$ cat src/rtl/seven_seg_scan_driver_if.sv
// ---------------------------------------------------------------------------
// seven_seg_scan_driver_if
//   Bundles the datapath-facing and display-facing signals of the
//   seven-segment scan driver.
//
//   Handshake: load is a single-cycle strobe with no ready/back-pressure.
//   The driver always accepts value_in in any cycle where load=1. The value
//   waits (pending=1) until the next frame boundary and is then shown. A
//   later load before that boundary replaces the waiting value.
//
//   Signals
//     value_in   master->slave  4*N_DIGITS packed nibbles, [3:0] = digit 0
//     load       master->slave  capture value_in this cycle
//     blank_in   master->slave  force whole display dark
//     segment    slave->master  {g,f,e,d,c,b,a}, registered
//     digit_sel  slave->master  one-hot digit enable, registered
//     frame_tick slave->master  1-cycle pulse at each frame boundary
//     pending    slave->master  captured value waiting for frame boundary
//     dbg_idx    slave->master  current scan index (observability)
// ---------------------------------------------------------------------------
interface seven_seg_scan_driver_if #(
  parameter int N_DIGITS = 4
);
  logic [4*N_DIGITS-1:0] value_in;
  logic                  load;
  logic                  blank_in;
  logic [6:0]            segment;
  logic [N_DIGITS-1:0]   digit_sel;
  logic                  frame_tick;
  logic                  pending;
  logic [2:0]            dbg_idx;

  modport master (
    output value_in, load, blank_in,
    input  segment, digit_sel, frame_tick, pending, dbg_idx
  );

  modport slave (
    input  value_in, load, blank_in,
    output segment, digit_sel, frame_tick, pending, dbg_idx
  );
endinterface

$ cat src/rtl/seven_seg_scan_driver.sv
// ---------------------------------------------------------------------------
// seven_seg_scan_driver
//   Time-multiplexed driver for an N-digit seven-segment display. A loaded
//   hex value is held in pend_reg until the end of the current frame, so a
//   frame never mixes digits of an old and a new value. One digit is enabled
//   per PRESCALE clock cycles and its nibble is decoded to a hex glyph.
//
//   Parameters
//     N_DIGITS       digits scanned (1..8)
//     PRESCALE       clk cycles per digit (>= 2)
//     SEG_ACTIVE_LOW 1: lit segment = 0
//     DIG_ACTIVE_LOW 1: enabled digit = 0
//
//   Ports
//     clk   rising-edge clock
//     rst   synchronous active-high reset
//     bus   seven_seg_scan_driver_if.slave (value_in, load, blank_in in;
//           segment, digit_sel, frame_tick, pending, dbg_idx out)
//
//   Build option
//     SEVSEG_LZ_BLANK_EN  when defined, digits above digit 0 whose nibble and
//                         all more-significant nibbles are zero are shown
//                         dark (digit enable still driven).
// ---------------------------------------------------------------------------
module seven_seg_scan_driver #(
  parameter int N_DIGITS       = 4,
  parameter int PRESCALE       = 50000,
  parameter bit SEG_ACTIVE_LOW = 1'b1,
  parameter bit DIG_ACTIVE_LOW = 1'b1
) (
  input  logic clk,
  input  logic rst,
  seven_seg_scan_driver_if.slave bus
);

  localparam int IDX_W = (N_DIGITS > 1) ? $clog2(N_DIGITS) : 1;
  localparam int CNT_W = $clog2(PRESCALE);
  localparam int VAL_W = 4 * N_DIGITS;

  localparam logic [CNT_W-1:0]    CNT_LAST = CNT_W'(PRESCALE - 1);
  localparam logic [IDX_W-1:0]    IDX_LAST = IDX_W'(N_DIGITS - 1);
  // XOR masks that turn the active-high internal view into pin polarity;
  // they are also the "all off" pin values.
  localparam logic [6:0]          SEG_OFF  = {7{SEG_ACTIVE_LOW}};
  localparam logic [N_DIGITS-1:0] DIG_OFF  = {N_DIGITS{DIG_ACTIVE_LOW}};

  // Active-high glyphs, bit order {g,f,e,d,c,b,a}.
  function automatic logic [6:0] glyph(input logic [3:0] nib);
    case (nib)
      4'h0: glyph = 7'h3F;
      4'h1: glyph = 7'h06;
      4'h2: glyph = 7'h5B;
      4'h3: glyph = 7'h4F;
      4'h4: glyph = 7'h66;
      4'h5: glyph = 7'h6D;
      4'h6: glyph = 7'h7D;
      4'h7: glyph = 7'h07;
      4'h8: glyph = 7'h7F;
      4'h9: glyph = 7'h6F;
      4'hA: glyph = 7'h77;
      4'hB: glyph = 7'h7C;
      4'hC: glyph = 7'h39;
      4'hD: glyph = 7'h5E;
      4'hE: glyph = 7'h79;
      default: glyph = 7'h71;
    endcase
  endfunction

  logic [CNT_W-1:0]    pre_cnt;
  logic [IDX_W-1:0]    idx;
  logic [VAL_W-1:0]    disp_reg;
  logic [VAL_W-1:0]    pend_reg;
  logic                pend_flag;
  logic [6:0]          seg_q;
  logic [N_DIGITS-1:0] dig_q;

  logic                pre_wrap;
  logic                boundary;
  logic [3:0]          cur_nib;
  logic [N_DIGITS-1:0] cur_onehot;
  logic                lz_blank;
  logic [6:0]          seg_lit;
  logic [N_DIGITS-1:0] dig_en;

  assign pre_wrap = (pre_cnt == CNT_LAST);
  // The frame ends on the wrap of the last digit; with one digit every
  // prescaler wrap qualifies because idx is always IDX_LAST (= 0).
  assign boundary = pre_wrap && (idx == IDX_LAST);

  // Scan position.
  always_ff @(posedge clk) begin
    if (rst) begin
      pre_cnt <= '0;
      idx     <= '0;
    end else begin
      pre_cnt <= pre_wrap ? '0 : pre_cnt + CNT_W'(1);
      if (pre_wrap) begin
        idx <= (idx == IDX_LAST) ? '0 : idx + IDX_W'(1);
      end
    end
  end

  // Value capture. A load on the boundary cycle bypasses pend_reg so the
  // newest value is what the next frame shows.
  always_ff @(posedge clk) begin
    if (rst) begin
      disp_reg  <= '0;
      pend_reg  <= '0;
      pend_flag <= 1'b0;
    end else if (boundary) begin
      if (bus.load) begin
        disp_reg <= bus.value_in;
      end else if (pend_flag) begin
        disp_reg <= pend_reg;
      end
      pend_flag <= 1'b0;
    end else if (bus.load) begin
      pend_reg  <= bus.value_in;
      pend_flag <= 1'b1;
    end
  end

  // Select the nibble and digit enable for the current scan index.
  always_comb begin
    cur_nib    = '0;
    cur_onehot = '0;
    for (int k = 0; k < N_DIGITS; k++) begin
      if (idx == IDX_W'(k)) begin
        cur_nib       = disp_reg[4*k +: 4];
        cur_onehot[k] = 1'b1;
      end
    end
  end

`ifdef SEVSEG_LZ_BLANK_EN
  // Blank digit idx (> 0) when it and every more-significant nibble is 0.
  always_comb begin
    lz_blank = (idx != '0);
    for (int j = 0; j < N_DIGITS; j++) begin
      if ((IDX_W'(j) >= idx) && (disp_reg[4*j +: 4] != 4'h0)) begin
        lz_blank = 1'b0;
      end
    end
  end
`else
  assign lz_blank = 1'b0;
`endif

  always_comb begin
    seg_lit = glyph(cur_nib);
    dig_en  = cur_onehot;
    if (bus.blank_in) begin
      seg_lit = '0;
      dig_en  = '0;
    end else if (lz_blank) begin
      seg_lit = '0;
    end
  end

  // Pin registers: one cycle behind idx.
  always_ff @(posedge clk) begin
    if (rst) begin
      seg_q <= SEG_OFF;
      dig_q <= DIG_OFF;
    end else begin
      seg_q <= seg_lit ^ SEG_OFF;
      dig_q <= dig_en ^ DIG_OFF;
    end
  end

  assign bus.segment    = seg_q;
  assign bus.digit_sel  = dig_q;
  assign bus.frame_tick = boundary;
  assign bus.pending    = pend_flag;
  assign bus.dbg_idx    = 3'(idx);

endmodule
$ cat src/flat_wrapper.sv
// flat-port wrapper written by rule: the top's interface ports become plain ports
module seven_seg_scan_driver_flat 
#(
  parameter int N_DIGITS       = 4,
  parameter int PRESCALE       = 50000,
  parameter bit SEG_ACTIVE_LOW = 1'b1,
  parameter bit DIG_ACTIVE_LOW = 1'b1
)
  (clk, rst, bus_value_in, bus_load, bus_blank_in, bus_segment, bus_digit_sel, bus_frame_tick, bus_pending, bus_dbg_idx);
  seven_seg_scan_driver_if #(.N_DIGITS(N_DIGITS)) bus_i ();
  input  logic clk;
  input  logic rst;
  input wire logic [$bits(bus_i.value_in)-1:0] bus_value_in;
  input wire logic [$bits(bus_i.load)-1:0] bus_load;
  input wire logic [$bits(bus_i.blank_in)-1:0] bus_blank_in;
  output wire logic [$bits(bus_i.segment)-1:0] bus_segment;
  output wire logic [$bits(bus_i.digit_sel)-1:0] bus_digit_sel;
  output wire logic [$bits(bus_i.frame_tick)-1:0] bus_frame_tick;
  output wire logic [$bits(bus_i.pending)-1:0] bus_pending;
  output wire logic [$bits(bus_i.dbg_idx)-1:0] bus_dbg_idx;
  assign bus_i.value_in = bus_value_in;
  assign bus_i.load = bus_load;
  assign bus_i.blank_in = bus_blank_in;
  assign bus_segment = bus_i.segment;
  assign bus_digit_sel = bus_i.digit_sel;
  assign bus_frame_tick = bus_i.frame_tick;
  assign bus_pending = bus_i.pending;
  assign bus_dbg_idx = bus_i.dbg_idx;
  seven_seg_scan_driver #(.N_DIGITS(N_DIGITS), .PRESCALE(PRESCALE), .SEG_ACTIVE_LOW(SEG_ACTIVE_LOW), .DIG_ACTIVE_LOW(DIG_ACTIVE_LOW)) u_core (.clk(clk), .rst(rst), .bus(bus_i));
endmodule
$ cat config.mk
export PLATFORM = sky130hd
export DESIGN_NAME = seven_seg_scan_driver_flat
export DESIGN_NICKNAME = d
export VERILOG_FILES = /design/src/rtl/seven_seg_scan_driver_if.sv /design/src/rtl/seven_seg_scan_driver.sv /design/src/flat_wrapper.sv
export SDC_FILE = /design/constraint.sdc
export NUM_CORES = 1
export LEC_CHECK = 0
export CAP_MARGIN = 15
export CORE_ASPECT_RATIO = 0.9
export CORE_MARGIN = 2
export CORE_UTILIZATION = 45
export DETAILED_ROUTE_END_ITERATION = 8
export DONT_BUFFER_PORTS = 1
export PLACE_DENSITY = 0.68
export SYNTH_ARGS = -nofsm -noshare
export SYNTH_HDL_FRONTEND = slang
export SYNTH_SLANG_ARGS = --single-unit
$ cat constraint.sdc
create_clock -name clk -period 3.4 [get_ports clk]
set_input_delay 1.02 -clock clk [delete_from_list [all_inputs] [get_ports clk]]
set_output_delay 1.02 -clock clk [all_outputs]
set_load 0.005 [all_outputs]
==> results of run 1 <==
final cells by class:
class / instances / area share (%)
Multi-Input combinational cell: 213 / 50.2
Tap cell: 87 / 3.51
Clock inverter: 3 / 0.484
Sequential cell: 62 / 40.0
Inverter: 8 / 0.968
Clock buffer: 10 / 4.11
Timing Repair Buffer: 3 / 0.726
stage by stage:
stage | util, % | hold slack [ns] | power (W) | instances
after global placement | 47.6 | 0.447 | 0.000830 | 373
after CTS | 49.9 | 0.466 | 0.00134 | 386
after detailed placement | 47.6 | 0.451 | 0.000831 | 373
after floorplan | - | 0.430 | 0.000833 | 299
final | 49.9 | 0.467 | 0.00132 | 386
after global routing | 49.9 | 0.511 | 0.00139 | 386
where the power goes:
| group | total (W) | internal, W | switching [W] |
|---|---|---|---|
| logic | 0.0000573 | 0.0000323 | 0.0000250 |
| registers | 0.000757 | 0.000746 | 0.0000108 |
| clock network | 0.000507 | 0.000248 | 0.000259 |
| total | 0.00132 | 0.00103 | 0.000295 |
critical path: stages (launching register included):
cell and delay, ns:
dfxtp_1 0.43, ha_1 0.47, nand4bb_1 0.35, nor2_1 0.28
routing by layer:
layer  part of all wire (%)  vias to the layer above  GRT usage (%)  wire length (um)
met4                    1.1                        0           5.37                57
li1                       -                     1013              -                 -
met2                     45                       37           26.2              2370
met5                      0                        -              0                 0
met1                     47                      855           20.0              2470
met3                    6.7                        9           7.30               353
how the worst min path moves through the flow:
stage	startpoint	endpoint	slack, ns	cells past startpoint
6_report	u_core.pre_cnt[0]	u_core.pre_cnt[0]	0.47	1
5_1_grt	u_core.pre_cnt[0]	u_core.pre_cnt[0]	0.51	1
4_1_cts	u_core.pre_cnt[0]	u_core.pre_cnt[0]	0.47	1
3_5_place_dp	u_core.pre_cnt[0]	u_core.pre_cnt[0]	0.45	1
3_3_place_gp	u_core.pre_cnt[0]	u_core.pre_cnt[0]	0.45	1
2_1_floorplan	u_core.pre_cnt[0]	u_core.pre_cnt[0]	0.43	1
cell usage in the layout, fill, tap and decap left out, types with 4 or more instances in the layout:
cell type and n:
inv_1 8, xnor2_1 6, o211ai_1 4, mux2i_1 36, xor2_1 8, clkbuf_8 9, nor2_1 62, dfxtp_1 62
mux2_2 16, nand2_1 12, nand3_1 11, ha_1 11
cells by family after synthesis:
group                      Yosys count  share of synthesized area (%)
and+or+nand+nor                    112                           19.5
DFF                                 62                           42.4
muxes                               54                           19.2
buffers and inverters               24                           4.44
AOI/OAI and AO/OA                   21                           5.38
xor gates and xnor gates            14                           4.19
adders and majority gates           11                           4.70
other                                1                          0.128
==> impl_metrics.py, run 1 <==
metrics = {
    "run_status": {
        "outcome": "complete, no violations",
    },
    "place": {
        "io_buffers": 0,
        "dp_hpwl_um": 3690,
        "dpl_cell_area_um2": 2960,
        "gp_congestion": 0.777,
        "post-place-ws_ns": 0.861,
    },
    "global_route": {
        "antenna_found_initial": 0,
        "grt_pass1_wl_um": 9040,
        "track_usage_pct": 16.5,
        "grt_max_degree": 39,
        "gr-total-overflow": 0,
        "grt_pass1_vias": 1914,
    },
    "floorplanning": {
        "num_io_pins": 36,
        "die_y_um": 80.5,
        "rows": 27,
        "dieArea_um2": 7170,
        "die_width_um": 89.0,
        "coreArea_um2": 6220,
        "start_util_pct": 47.1,
    },
    "timing": {
        "min_period_over_period_pct": 85.0,
        "setup_viol": 0,
        "skew_ns": 0.00649,
        "rsz0062_at_grt": "false",
        "setup_ws_ns": 0.510,
        "max_slew_margin_pct": 52.5,
        "period_needed_ns": 2.89,
        "fmax_mhz": 346,
        "hold_viol_final": 0,
        "timing.setup.tns_ns": 0,
        "worstMarginPinSlew_ns": 0.710,
        "final_max_slew_viol_count": 0,
    },
    "cells_and_area": {
        "multi_input_area_um2": 1560,
        "drive_gt1_share_pct": 13.4,
        "insertedDiodeCount": 0,
        "seqCellArea_um2": 1240,
        "areaGrowthSynthToFinish_pct": 5.94,
        "n_fill_cell": 606,
        "num-nets-final": 328,
        "post-route-cell-area_um2": 3100,
    },
    "detailed_routing": {
        "drt_pass1_iterations": 4,
        "drcViolationCount": 0,
        "vias_per_cell": 4.96,
        "vias": 1914,
        "avgRoutedWirePerCell_um": 13.6,
        "antenna_left": 0,
        "wirelength_um": 5250,
        "drtIter0Drc": 70,
    },
    "worst_setup_path": {
        "r2r_start": "u_core.idx[0]",
        "arrival_ns": 1.87,
        "rrSetupSlack_ns": 0.93,
        "r2r_end": "u_core.bus.segment[3]",
        "crit_path_start_kind": "flip-flop",
        "worstSetupPathType": "flip-flop to output pin",
        "crit_required_ns": 2.38,
        "worstPathMaxFanout": 14,
        "endpoint_kind": "output pin",
        "startpoint": "u_core.idx[0]",
        "ff2ff_path_depth": 10,
        "crit_path_end": "bus_frame_tick",
    },
    "synth": {
        "yosys_most_used_dff": "dfxtp_1",
        "synth_top_cell_area_share_pct": 42.4,
        "synth_top_area_cell": "dfxtp_1",
        "synth_edf_count": 0,
        "synth_commonest_cells": "dfxtp_1, nor2_1, mux2i_1",
        "netlist_area_um2": 2930,
        "ys_ff_latch": 62,
        "yosys_warnings": 0,
        "yosysUniqueCellTypes": 49,
        "postSynthCellCount": 299,
        "synth.area.top_cells": "dfxtp_1, mux2i_1, nor2_1",
        "synth_fp_nets": 330,
        "syn_avg_cell_area_um2": 9.79,
        "yosysSeqAreaShare_pct": 42.4,
        "synthArstFlopShare_pct": 0,
    },
    "hold_path": {
        "hp-class": "flip-flop to flip-flop",
    },
    "clock_network": {
        "cts_root_buf": "clkbuf_8",
        "cts_setup_buffers": 0,
        "clock_path_buffers": 2,
        "cts-buffers-inserted": 9,
        "cts_htree_levels": 3,
        "cts_hold_buf": 0,
        "clock_sinks": 62,
        "clkLatencyLatePin_ns": 0.34,
        "cts_tree": "yes",
        "clkTransAtPathRegs_ns": 0.06,
        "cts_resized": 0,
    },
    "pwr": {
        "leakage_nw": 1.15,
        "ir_drop_v": 0.000243,
        "p_per_area_nw_per_um2": 426,
    },
    "flow_run": {
        "cap_violations": 0,
    },
}
Note: power is estimated with default switching activity, not from simulation.
==> inputs of run 2 (changes only) <==
==> constraint.sdc (replaced) <==
create_clock -name clk -period 2.81 [get_ports clk]
set_input_delay 0.843 -clock clk [delete_from_list [all_inputs] [get_ports clk]]
set_output_delay 0.843 -clock clk [all_outputs]
set_load 0.005 [all_outputs]
==> run 2 against run 1 <==
- count of clock-buffer cells in the layout rose by 2
- critical endpoint unchanged
- highest routed layer unchanged
- worst hold slack got worse by 0.0023 ns
- first-iteration DRC count fell by 8.6%
- largest power group unchanged
- sequential share of layout area fell by 1.2 points
- clock skew barely moved
- non-clock buffer count rose by 1
==> impl_metrics.py, run 2 (same netlist as run 1, synthesis figures left out) <==
metrics = {
    "timing": {
        "worstMarginPinSlew_ns": 0.654,
        "period_needed_ns": 2.57,
        "rsz0062_at_grt": "false",
        "min_period_over_period_pct": 91.6,
        "fmax_mhz": 389,
        "final_max_slew_viol_count": 0,
        "timing.setup.tns_ns": 0,
        "skew_ns": 0.00665,
        "setup_viol": 0,
        "hold_viol_final": 0,
        "max_slew_margin_pct": 56.3,
        "setup_ws_ns": 0.236,
    },
    "place": {
        "dp_hpwl_um": 3720,
        "io_buffers": 0,
        "gp_congestion": 0.778,
        "post-place-ws_ns": 0.322,
    },
    "global_route": {
        "track_usage_pct": 16.5,
        "antenna_found_initial": 0,
        "gr-total-overflow": 0,
        "grt_max_degree": 39,
        "grt_pass1_vias": 1874,
        "grt_pass1_wl_um": 8850,
    },
    "worst_setup_path": {
        "startpoint": "u_core.idx[0]",
        "worstPathMaxFanout": 14,
        "endpoint_kind": "output pin",
        "r2r_start": "u_core.idx[0]",
        "crit_required_ns": 1.97,
        "arrival_ns": 1.73,
        "worstSetupPathType": "flip-flop to output pin",
        "critPathTopFamily": "simple AND/OR/NAND/NOR gates",
        "critical_path_buf_inv_count": 0,
        "crit_chain": "ha_2 -> nand4bb_1 -> nor2_1",
        "crit_path_start_kind": "flip-flop",
        "cpPeakStageDelay_ns": 0.46,
        "slowest_stage": "dfxtp_1",
    },
    "hold_path": {
        "hp-class": "flip-flop to flip-flop",
        "worstHoldStart": "u_core.pre_cnt[0]",
    },
    "clock_network": {
        "cts_root_buf": "clkbuf_8",
        "cts_hold_buf": 0,
        "cts_resized": 0,
        "clock_sinks": 62,
        "clkTransAtPathRegs_ns": 0.06,
        "cts_htree_levels": 3,
        "cts-buffers-inserted": 9,
        "clkLatencyLatePin_ns": 0.34,
        "cts_setup_buffers": 0,
        "clock_path_buffers": 2,
        "cts_tree": "yes",
    },
    "cells_and_area": {
        "post-route-util_pct": 51.4,
        "final_cell_mix": "nor2_1, dfxtp_1, mux2i_1",
        "drive_gt1_share_pct": 14.5,
        "seqCellArea_um2": 1240,
        "n_fill_cell": 594,
        "insertedDiodeCount": 0,
        "areaGrowthSynthToFinish_pct": 9.19,
        "num-nets-final": 329,
        "multi_input_area_um2": 1560,
    },
    "pwr": {
        "finalPower_w": 0.00184,
        "ir_drop_v": 0.000313,
        "p_per_area_nw_per_um2": 577,
        "leakage_nw": 1.19,
    },
    "flow_run": {
        "cap_violations": 0,
    },
    "detailed_routing": {
        "vias_per_cell": 5.03,
        "vias": 1960,
        "drt_pass1_iterations": 5,
        "wirelength_um": 5290,
        "drcViolationCount": 0,
        "drtIter0Drc": 64,
        "antenna_left": 0,
        "avgRoutedWirePerCell_um": 13.6,
    },
    "floorplanning": {
        "die_y_um": 80.5,
        "dieArea_um2": 7170,
        "start_util_pct": 47.1,
        "die_width_um": 89.0,
        "rows": 27,
        "num_io_pins": 36,
        "coreArea_um2": 6220,
    },
    "run_status": {
        "outcome": "complete, no violations",
    },
}
## run 2: final cells by class
class	instances	area share, %
clock inverter	4	2.19
sequential	62	38.8
multi-input combinational	213	48.8
tap	87	3.41
clock buffer	12	4.54
inverter	8	0.939
timing repair buffer	4	1.33
## run 2: per-layer routing
metal  track usage (%)  up-vias  wire [um]
li1                  -     1017          -
met1              21.3      896       2550
met2              24.1       41       2330
met3              7.40        6        355
met4              5.82        0         46
met5                 0        -          0
## run 2: per-stage QoR
step | cells | hold WS (ns) | area [um2]
after floorplan | 299 | 0.430 | 2930
after detailed placement | 374 | 0.456 | 2980
after global routing | 390 | 0.521 | 3200
final | 390 | 0.465 | 3200
after global placement | 374 | 0.441 | 2980
after CTS | 390 | 0.467 | 3190
## run 2: final timing paths
check	slack, ns	endpoint	depth (start not counted)
min	0.46	u_core.pre_cnt[0]	1
max	0.24	bus_frame_tick	3
max reg2reg	0.29	u_core.bus.segment[3]	10
min reg2reg	0.46	u_core.pre_cnt[0]	1
## run 2: where the power goes
group          internal [W]  switching (W)  leakage (nW)
clock network      0.000521       0.000333         0.110
logic             0.0000417      0.0000311         0.576
registers          0.000903      0.0000129         0.506
